<file path="config.mk">
export PLATFORM = sky130hd
export DESIGN_NAME = regfl_wr_ctrl
export DESIGN_NICKNAME = d
export VERILOG_FILES = /design/src/rtl/regfl_wr_ctrl_pkg.sv /design/src/rtl/regfl_wr_ctrl_wr_fifo.sv /design/src/rtl/regfl_wr_ctrl.sv
export SDC_FILE = /design/constraint.sdc
export NUM_CORES = 1
export LEC_CHECK = 0
export CORE_UTILIZATION = 56
export CTS_CLUSTER_DIAMETER = 150
export DETAILED_ROUTE_END_ITERATION = 7
export PLACE_DENSITY = 0.87
export SLEW_MARGIN = 5
export SYNTH_ARGS = -nofsm -noshare
export SYNTH_HDL_FRONTEND = slang
export SYNTH_SLANG_ARGS = --single-unit
</file>
<file path="constraint.sdc">
create_clock -name clk -period 3.5 [get_ports clk]
set_input_delay 0.7 -clock clk [delete_from_list [all_inputs] [get_ports clk]]
set_output_delay 0.7 -clock clk [all_outputs]
set_load 0.03 [all_outputs]
</file>
<file path="src/rtl/regfl_wr_ctrl_pkg.sv">
// Shared definitions for the register-file write controller: FSM states and
// default parameter values.
package regfl_wr_ctrl_pkg;

   localparam int unsigned DefAddrW = 3;
   localparam int unsigned DefRgstW = 64;
   localparam int unsigned DefDepth = 4;

   typedef enum logic [1:0] {
      StIdle  = 2'd0,
      StDrain = 2'd1,
      StClear = 2'd2
   } state_e;

endpackage

</file>
<file path="src/rtl/regfl_wr_ctrl_wr_fifo.sv">
// Synchronous FIFO holding pending register writes; depth must be a power of 2.
// Pushes when full and pops when empty are dropped.
module wr_fifo
   import regfl_wr_ctrl_pkg::*;
#(
   parameter int unsigned width = DefAddrW + DefRgstW,
   parameter int unsigned depth = DefDepth,
   localparam int unsigned ptr_w = $clog2(depth),
   localparam int unsigned cnt_w = ptr_w + 1
) (
   input  logic             clk,
   input  logic             rst_b,
   input  logic             push,
   input  logic             pop,
   input  logic [width-1:0] wdata,
   output logic [width-1:0] rdata,
   output logic             full,
   output logic             empty,
   output logic [cnt_w-1:0] count
);

   logic [width-1:0] mem [depth];
   logic [ptr_w-1:0] wr_ptr_q, rd_ptr_q;
   logic [cnt_w-1:0] count_q;
   logic             push_ok, pop_ok;

   assign full    = (count_q == cnt_w'(depth));
   assign empty   = (count_q == '0);
   assign push_ok = push && !full;
   assign pop_ok  = pop && !empty;
   assign rdata   = mem[rd_ptr_q];
   assign count   = count_q;

   always_ff @(posedge clk) begin
      if (!rst_b) begin
         wr_ptr_q <= '0;
         rd_ptr_q <= '0;
         count_q  <= '0;
      end else begin
         if (push_ok) wr_ptr_q <= wr_ptr_q + ptr_w'(1);
         if (pop_ok)  rd_ptr_q <= rd_ptr_q + ptr_w'(1);
         if (push_ok && !pop_ok)      count_q <= count_q + cnt_w'(1);
         else if (!push_ok && pop_ok) count_q <= count_q - cnt_w'(1);
      end
   end

   // Storage carries no reset; validity is tracked by count_q alone.
   always_ff @(posedge clk) begin
      if (push_ok) mem[wr_ptr_q] <= wdata;
   end

endmodule

</file>
<file path="src/rtl/regfl_wr_ctrl.sv">
// Register-file write controller: queues write requests and drives a single
// registered write port, with a drain-then-zero-fill clear sequence.
module regfl_wr_ctrl
   import regfl_wr_ctrl_pkg::*;
#(
   parameter int unsigned w      = DefAddrW,
   parameter int unsigned rgst_w = DefRgstW,
   parameter int unsigned depth  = DefDepth,
   localparam int unsigned cnt_w = $clog2(depth) + 1
) (
   input  logic              clk,
   input  logic              rst_b,
   input  logic              in_vld,
   output logic              in_rdy,
   input  logic [w-1:0]      in_addr,
   input  logic [rgst_w-1:0] in_data,
   input  logic              clr_req,
   output logic              clr_busy,
   output logic              we,
   output logic [w-1:0]      s,
   output logic [rgst_w-1:0] d,
   output logic [cnt_w-1:0]  cnt
);

   localparam int unsigned ent_w = w + rgst_w;

   state_e            state_q, state_d;
   logic [w:0]        clr_cnt_q, clr_cnt_d, clr_cnt_inc;
   logic              clr_last, clr_issue, clr_tail_q;
   logic              push, pop, fifo_full, fifo_empty;
   logic [ent_w-1:0]  fifo_rdata;
   logic              we_q;
   logic [w-1:0]      s_q;
   logic [rgst_w-1:0] d_q;

   wr_fifo #(
      .width (ent_w),
      .depth (depth)
   ) u_wr_fifo (
      .clk   (clk),
      .rst_b (rst_b),
      .push  (push),
      .pop   (pop),
      .wdata ({in_addr, in_data}),
      .rdata (fifo_rdata),
      .full  (fifo_full),
      .empty (fifo_empty),
      .count (cnt)
   );

   // Extra counter bit flags the terminal count without wrapping.
   assign clr_cnt_inc = clr_cnt_q + (w + 1)'(1);
   assign clr_last    = clr_cnt_inc[w];
   assign push        = in_vld && in_rdy;
   assign clr_busy    = (state_q != StIdle) || clr_tail_q;

   always_ff @(posedge clk) begin
      if (!rst_b) state_q <= StIdle;
      else        state_q <= state_d;
   end

   always_comb begin
      state_d = state_q;
      unique case (state_q)
         // An entry accepted alongside clr_req must drain before the zero-fill.
         StIdle:  if (clr_req) state_d = (!fifo_empty || push) ? StDrain : StClear;
         StDrain: if (cnt <= cnt_w'(1)) state_d = StClear;
         StClear: if (clr_last) state_d = StIdle;
         default: state_d = StIdle;
      endcase
   end

   always_comb begin
      in_rdy    = 1'b0;
      pop       = 1'b0;
      clr_issue = 1'b0;
      clr_cnt_d = clr_cnt_q;
      unique case (state_q)
         StIdle: begin
            in_rdy = !fifo_full;
            pop    = !fifo_empty;
         end
         StDrain: pop = !fifo_empty;
         StClear: begin
            clr_issue = 1'b1;
            clr_cnt_d = clr_last ? '0 : clr_cnt_inc;
         end
         default: ;
      endcase
   end

   always_ff @(posedge clk) begin
      if (!rst_b) begin
         clr_cnt_q  <= '0;
         clr_tail_q <= 1'b0;
         we_q       <= 1'b0;
         s_q        <= '0;
         d_q        <= '0;
      end else begin
         clr_cnt_q  <= clr_cnt_d;
         clr_tail_q <= clr_issue && clr_last;
         we_q       <= pop || clr_issue;
         if (pop) begin
            s_q <= fifo_rdata[ent_w-1:rgst_w];
            d_q <= fifo_rdata[rgst_w-1:0];
         end else if (clr_issue) begin
            s_q <= clr_cnt_q[w-1:0];
            d_q <= '0;
         end
      end
   end

   assign we = we_q;
   assign s  = s_q;
   assign d  = d_q;

endmodule

</file>
Word-level counts from Yosys, hierarchy flattened
Memories as Yosys holds them, arrays and structs flattened. A register that Yosys moved wholly into a read port is not among the register bits.
Index checks and enable logic that the tools add are counted.
Storage, ports and cells
  register bits: 82
  RAM bits: 268
  input bits: 71
  output and inout bits: 73
  memories: 1
Operators by class
  add/sub/neg operators: 5
  order comparisons: 1
  eq/ne operators: 6
  muxes and demuxes: 19
  reduce and logical (&&, ||, !) cells: 20
Memory list
  u_wr_fifo.mem: depth 4, width 67, rd ports 1, clocked after memory_dff 1, wr ports 1, RTL line regfl_wr_ctrl_wr_fifo.sv:22  | logic [width-1:0] mem [depth];
Operators by type and width (count)
  $mux 64: 2
  $mux 3: 5
  $mux 2: 6
  $logic_and 1x1->1: 6
  $ne 2x2->1 const B: 3
  $pmux 2 s3: 1
  $reduce_bool 2->1: 3
  $mux 1: 5
  $add 2x1->2 const B: 2
  $add 4x1->4 const B: 1
  $logic_not 1->1: 4
  $add 3x1->3 const B: 1
  $eq 3x3->1 const B: 1
  $le 3x1->1 const B: 1
  $logic_not 3->1: 1
  $logic_or 1x1->1: 3
  $reduce_and 3->1: 1
  $sub 3x1->3 const B: 1
  $eq 2x1->1 const B: 1
  $eq 2x2->1 const B: 1
  $logic_not 2->1: 1
  $reduce_or 2->1: 1

Longest topological paths before layout
  depth after elaboration: 9
  gate-level depth with buffers: 8

Modules after synthesis
Synthesis repeated with hierarchy kept, for this count alone.
Unflattened totals
  cell total of the unflattened synthesis: 663
  area total of the unflattened synthesis: 12977.4 um^2
Modules (own cells, without submodules)
  wr_fifo: instances 1, cells each 398, area each 10174.8 um^2, seq. area each 8227.9 um^2
  regfl_wr_ctrl: instances 1, cells each 265, area each 2802.7 um^2, seq. area each 1481.4 um^2

Worst setup path before layout
OpenSTA, ideal clock, no wires.
  kind: flip-flop to flip-flop
  start: reg u_wr_fifo.count_q[0] (netlist: u_wr_fifo.count[0])
  end: mem u_wr_fifo.mem[1][0] in the netlist's numbering, enable pin
  setup time: 0.433 ns
  arrival: 3.119 ns
  required time: 3.067 ns
  slack: -0.052 ns
  cell stages (with the launch flop): 6
  period minus slack after synthesis: 3.552 ns
  path through: dfxtp_1 inv_1 ha_1 a211o_1 inv_2 and3_1
Between the ends
  word-level cells in the longest chain between the ends: 7
Ends and longest elaborated chain
  start, declared: RTL line regfl_wr_ctrl_wr_fifo.sv:24  | logic [cnt_w-1:0] count_q;
  start signal, assigned: RTL line regfl_wr_ctrl_wr_fifo.sv:42  | if (push_ok && !pop_ok) count_q <= count_q + cnt_w'(1);
  start signal, assigned: RTL line regfl_wr_ctrl_wr_fifo.sv:43  | else if (!push_ok && pop_ok) count_q <= count_q - cnt_w'(1);
  $eq 3x3->1: RTL line regfl_wr_ctrl_wr_fifo.sv:27  | assign full = (count_q == cnt_w'(depth));
  $logic_not 1->1: RTL line regfl_wr_ctrl.sv:80  | in_rdy = !fifo_full;
  $mux 1: RTL line regfl_wr_ctrl.sv:78  | unique case (state_q)
  net in_rdy: RTL line regfl_wr_ctrl.sv:14  | output logic in_rdy,
  $logic_and 1x1->1: RTL line regfl_wr_ctrl.sv:54  | assign push = in_vld && in_rdy;
  $logic_and 1x1->1: RTL line regfl_wr_ctrl_wr_fifo.sv:29  | assign push_ok = push && !full;
  $mux 1: RTL line regfl_wr_ctrl_wr_fifo.sv:49  | if (push_ok) mem[wr_ptr_q] <= wdata;
  $mux 1 (implied by the code): RTL line regfl_wr_ctrl_wr_fifo.sv:49
  end, declared: RTL line regfl_wr_ctrl_wr_fifo.sv:22
The timed path passes the listed nets, and every way through them passes these cells.

Worst setup path in the final report
  start: reg u_wr_fifo.count_q[0] (netlist: u_wr_fifo.count[0])
  end: out in_rdy
Between the ends
  word-level cells in the longest chain between the ends: 3
Ends and longest elaborated chain (RTL line)
  $eq 3x3->1: regfl_wr_ctrl_wr_fifo.sv:27
  $logic_not 1->1: regfl_wr_ctrl.sv:80
  $mux 1: regfl_wr_ctrl.sv:78
  end, declared: regfl_wr_ctrl.sv:14
No other way between the ends.

==> results.yml <==
outcome:
  outcome: "finished, violations left"
  violations: "DRC"
cts:
  cts_resized: 0
  clockBufferDepth: 3
  cts_buffers: 35
  post-cts-setup-buffers: 0
  clkSlewWorstSetupHoldPaths_ns: 0.06
  clockRootBuffer: "clkbuf_16"
  clock_latency_ns: 0.50
  cts_hold_buf: 0
  cts_sinks: 351
  cts_tree: "built"
  cts_max_level: 2
die:
  core-area_um2: 21960
  start_util: 0.5760
  die_x_um: 152.3
  pin_count: 144
  row_count: 54
  die_h_um: 152.3
  dieArea_um2: 23190
synthesis:
  synth_edf_count: 268
  synth-seq-cells: 351
  ys_types: 42
  synthCells: 601
  async_flop_share: 0
  yosysWarnings: 0
  avgSynthCellArea_um2: 21.04
  ys_seq_area_frac: 0.7677
  yosys.area.top_type: "edfxtp_1"
  synth_top_area_frac: 0.6363
  ys.flop_type: "edfxtp_1"
  syn_nets: 682
  syn_area_um2: 12650
  synth_area_leaders: "edfxtp_1, dfxtp_1, mux4_2"
worst_setup_path:
  worstPathArrival_ns: 2.50
  cp_max_fo: 7
  critPathRequiredTime_ns: 2.80
  cp-end-kind: "primary output"
  path_class: "reg2out"
  slowest_delay_ns: 0.69
  worstPathCellList: "inv_1 -> ha_1 -> a211o_1 -> inv_2 -> clkdlybuf4s50_1"
  start_kind: "register"
  critPathSlowestCell: "clkdlybuf4s50_1"
finish:
  num_antenna_cells: 0
  fillerInstances: 1260
  final_util: 0.7021
  register_area_um2: 9717
  multi_input_area_um2: 2685
  final_layout_size_suffix_gt1_frac: 0.1722
  syn_to_final_growth_pct: 21.89
  nNetsFinal: 839
pwr:
  switching_power_mw: 4.092
  power_frac_comb: 0.297
  p_clk_frac: 0.259
  power_density_nw_per_um2: 859.9
  p_int_mw: 9.164
  peakVddDrop_mv: 0.6261
  p_seq_frac: 0.444
  switching_share: 0.3087
  p_leak_nw: 5.114
global_route:
  antenna_found_initial: 0
  grt_max_degree: 68
  overflow: 0
  grt_pass1_wl_um: 39160
  grt_pass1_vias: 6751
  grt.total_usage: 0.2230
timing:
  max_freq_ghz: 0.3123
  setup_tns_ns: 0
  finalMaxSlewViolations: 0
  setup_slack_ns: 0.2983
  hold_viol: 0
  worst_slew_pin_slew_ns: 0.9683
  rsz0062_at_grt: "no"
  min_period_over_period: 0.9148
  relSlewSlack: 0.3544
  final-setup-viol-count: 0
  fin_skew_ns: 0.01066
  period_minus_slack_ns: 3.202
placement:
  portBuffers: 143
  dpl.hpwl_um: 14690
  gp_congestion: 0.8110
  dp_worst_setup_slack_ns: 0.8367
drt:
  wl_per_cell_um: 23.51
  drt_iter0_drc: 391
  viasPerCell: 6.051
  routed_wl_um: 25010
  via_count: 6438
  drt-pass1-iter-count: 7
  drc: 10
  ant_nets: 0
job:
  maxCapViolCount: 0
min_path:
  hold_path_class: "reg2reg"
[cell usage after synthesis (5+ instances only)]
cell and instances:
buf_2 13, a21oi_1 8, mux4_2 65, inv_1 6, and3_1 5, buf_6 5
ha_1 10, a22o_1 64, dfxtp_1 83, edfxtp_1 268, nor2_1 7, clkbuf_1 9
[area by class of cell]
cell class,instances,share of cell area
clock inverters,17,0.005357
clock buffers,46,0.06290
flip-flops and latches,351,0.6303
multi-input cells,209,0.1742
inverters,8,0.001948
repair buffers,153,0.1026
well taps,280,0.02273
[stage by stage]
stage	std cells	hold WS, ns	instance area [um2]	power [mW]
floorplan	601	0.4546	12650	8.505
global placement	1001	0.4602	14360	9.732
detailed placement	1001	0.4658	14360	9.912
CTS	1064	0.4815	15420	13.36
global route	1064	0.4999	15420	13.80
finish	1064	0.4757	15420	13.26
[layer usage]
metal	up-vias	part of all wire	GRT usage
met5	-	0	0
met4	0	0.023	0.06754
met3	54	0.069	0.04209
met2	274	0.50	0.3711
met1	3304	0.40	0.3020
li1	2806	-	-
[worst max-delay path: cells and delay by family (launching register included)]
| kind | cells | cell delay [ns] |
|---|---|---|
| compound gates | 1 | 0.36 |
| fa+ha+maj | 1 | 0.26 |
| buf+inv | 3 | 0.93 |
| flops | 1 | 0.44 |
[cells in the final DEF, fill, tap and decap left out, types with 2 or more instances in the layout]
master             n
edfxtp_1         268
clkdlybuf4s50_1  143
dfxtp_1           81
mux4_2            65
a22o_1            64
clkbuf_16         37
ha_1              10
clkinv_2           9
a21oi_1            8
clkbuf_1           8
nor2_1             7
clkinv_1           7
inv_1              6
buf_12             6
and3_4             4
or3_1              4
o21ai_1            4
a221oi_1           4
buf_4              4
mux2i_1            3
nand3_1            3
nor4bb_1           3
o2bb2ai_1          3
inv_2              2
nor2b_1            2
xnor2_1            2
nand2b_1           2
nor3_1             2
nand3b_1           2
mux4_1             2
dfxtp_4            2
[power by group through the flow]
stage | Clock, mW | Combinational (mW) | Sequential [mW]
after CTS | 3.48 | 3.99 | 5.89
after detailed placement | 0 | 3.96 | 5.95
after global placement | 0 | 3.83 | 5.90
after global routing | 3.65 | 4.17 | 5.97
after floorplan | 0 | 2.11 | 6.39
final | 3.44 | 3.94 | 5.88
[state kept, by name, indices dropped and copies added (netlist names), named ones only]
| name | count |
|---|---|
| u_wr_fifo.mem | 268 |
| d | 64 |
| clr_cnt_q | 3 |
| s | 3 |
| u_wr_fifo.count | 3 |
| state_q | 2 |
| u_wr_fifo.rd_ptr_q | 2 |
| u_wr_fifo.wr_ptr_q | 2 |
| clr_tail_q | 1 |
| we | 1 |
[final timing paths]
check,depth (start not counted),from,endpoint,slack [ns]
worst min-delay path,1,d[59],d[59],0.48
worst max register to register,6,u_wr_fifo.count[0],u_wr_fifo.mem[3][29],1.03
worst max-delay path,5,u_wr_fifo.count[0],in_rdy,0.30
worst min register to register,1,d[59],d[59],0.48
[cell families after synthesis]
| kind of cell | synth area share |
|---|---|
| AOI/OAI and AO/OA | 0.05679 |
| xor gates and xnor gates | 0.002078 |
| adders and majority gates | 0.009893 |
| buffers and inverters | 0.02216 |
| DFF | 0.7677 |
| muxes | 0.1223 |
| and+or+nand+nor | 0.01909 |
Power figures use the tool's default switching activity.
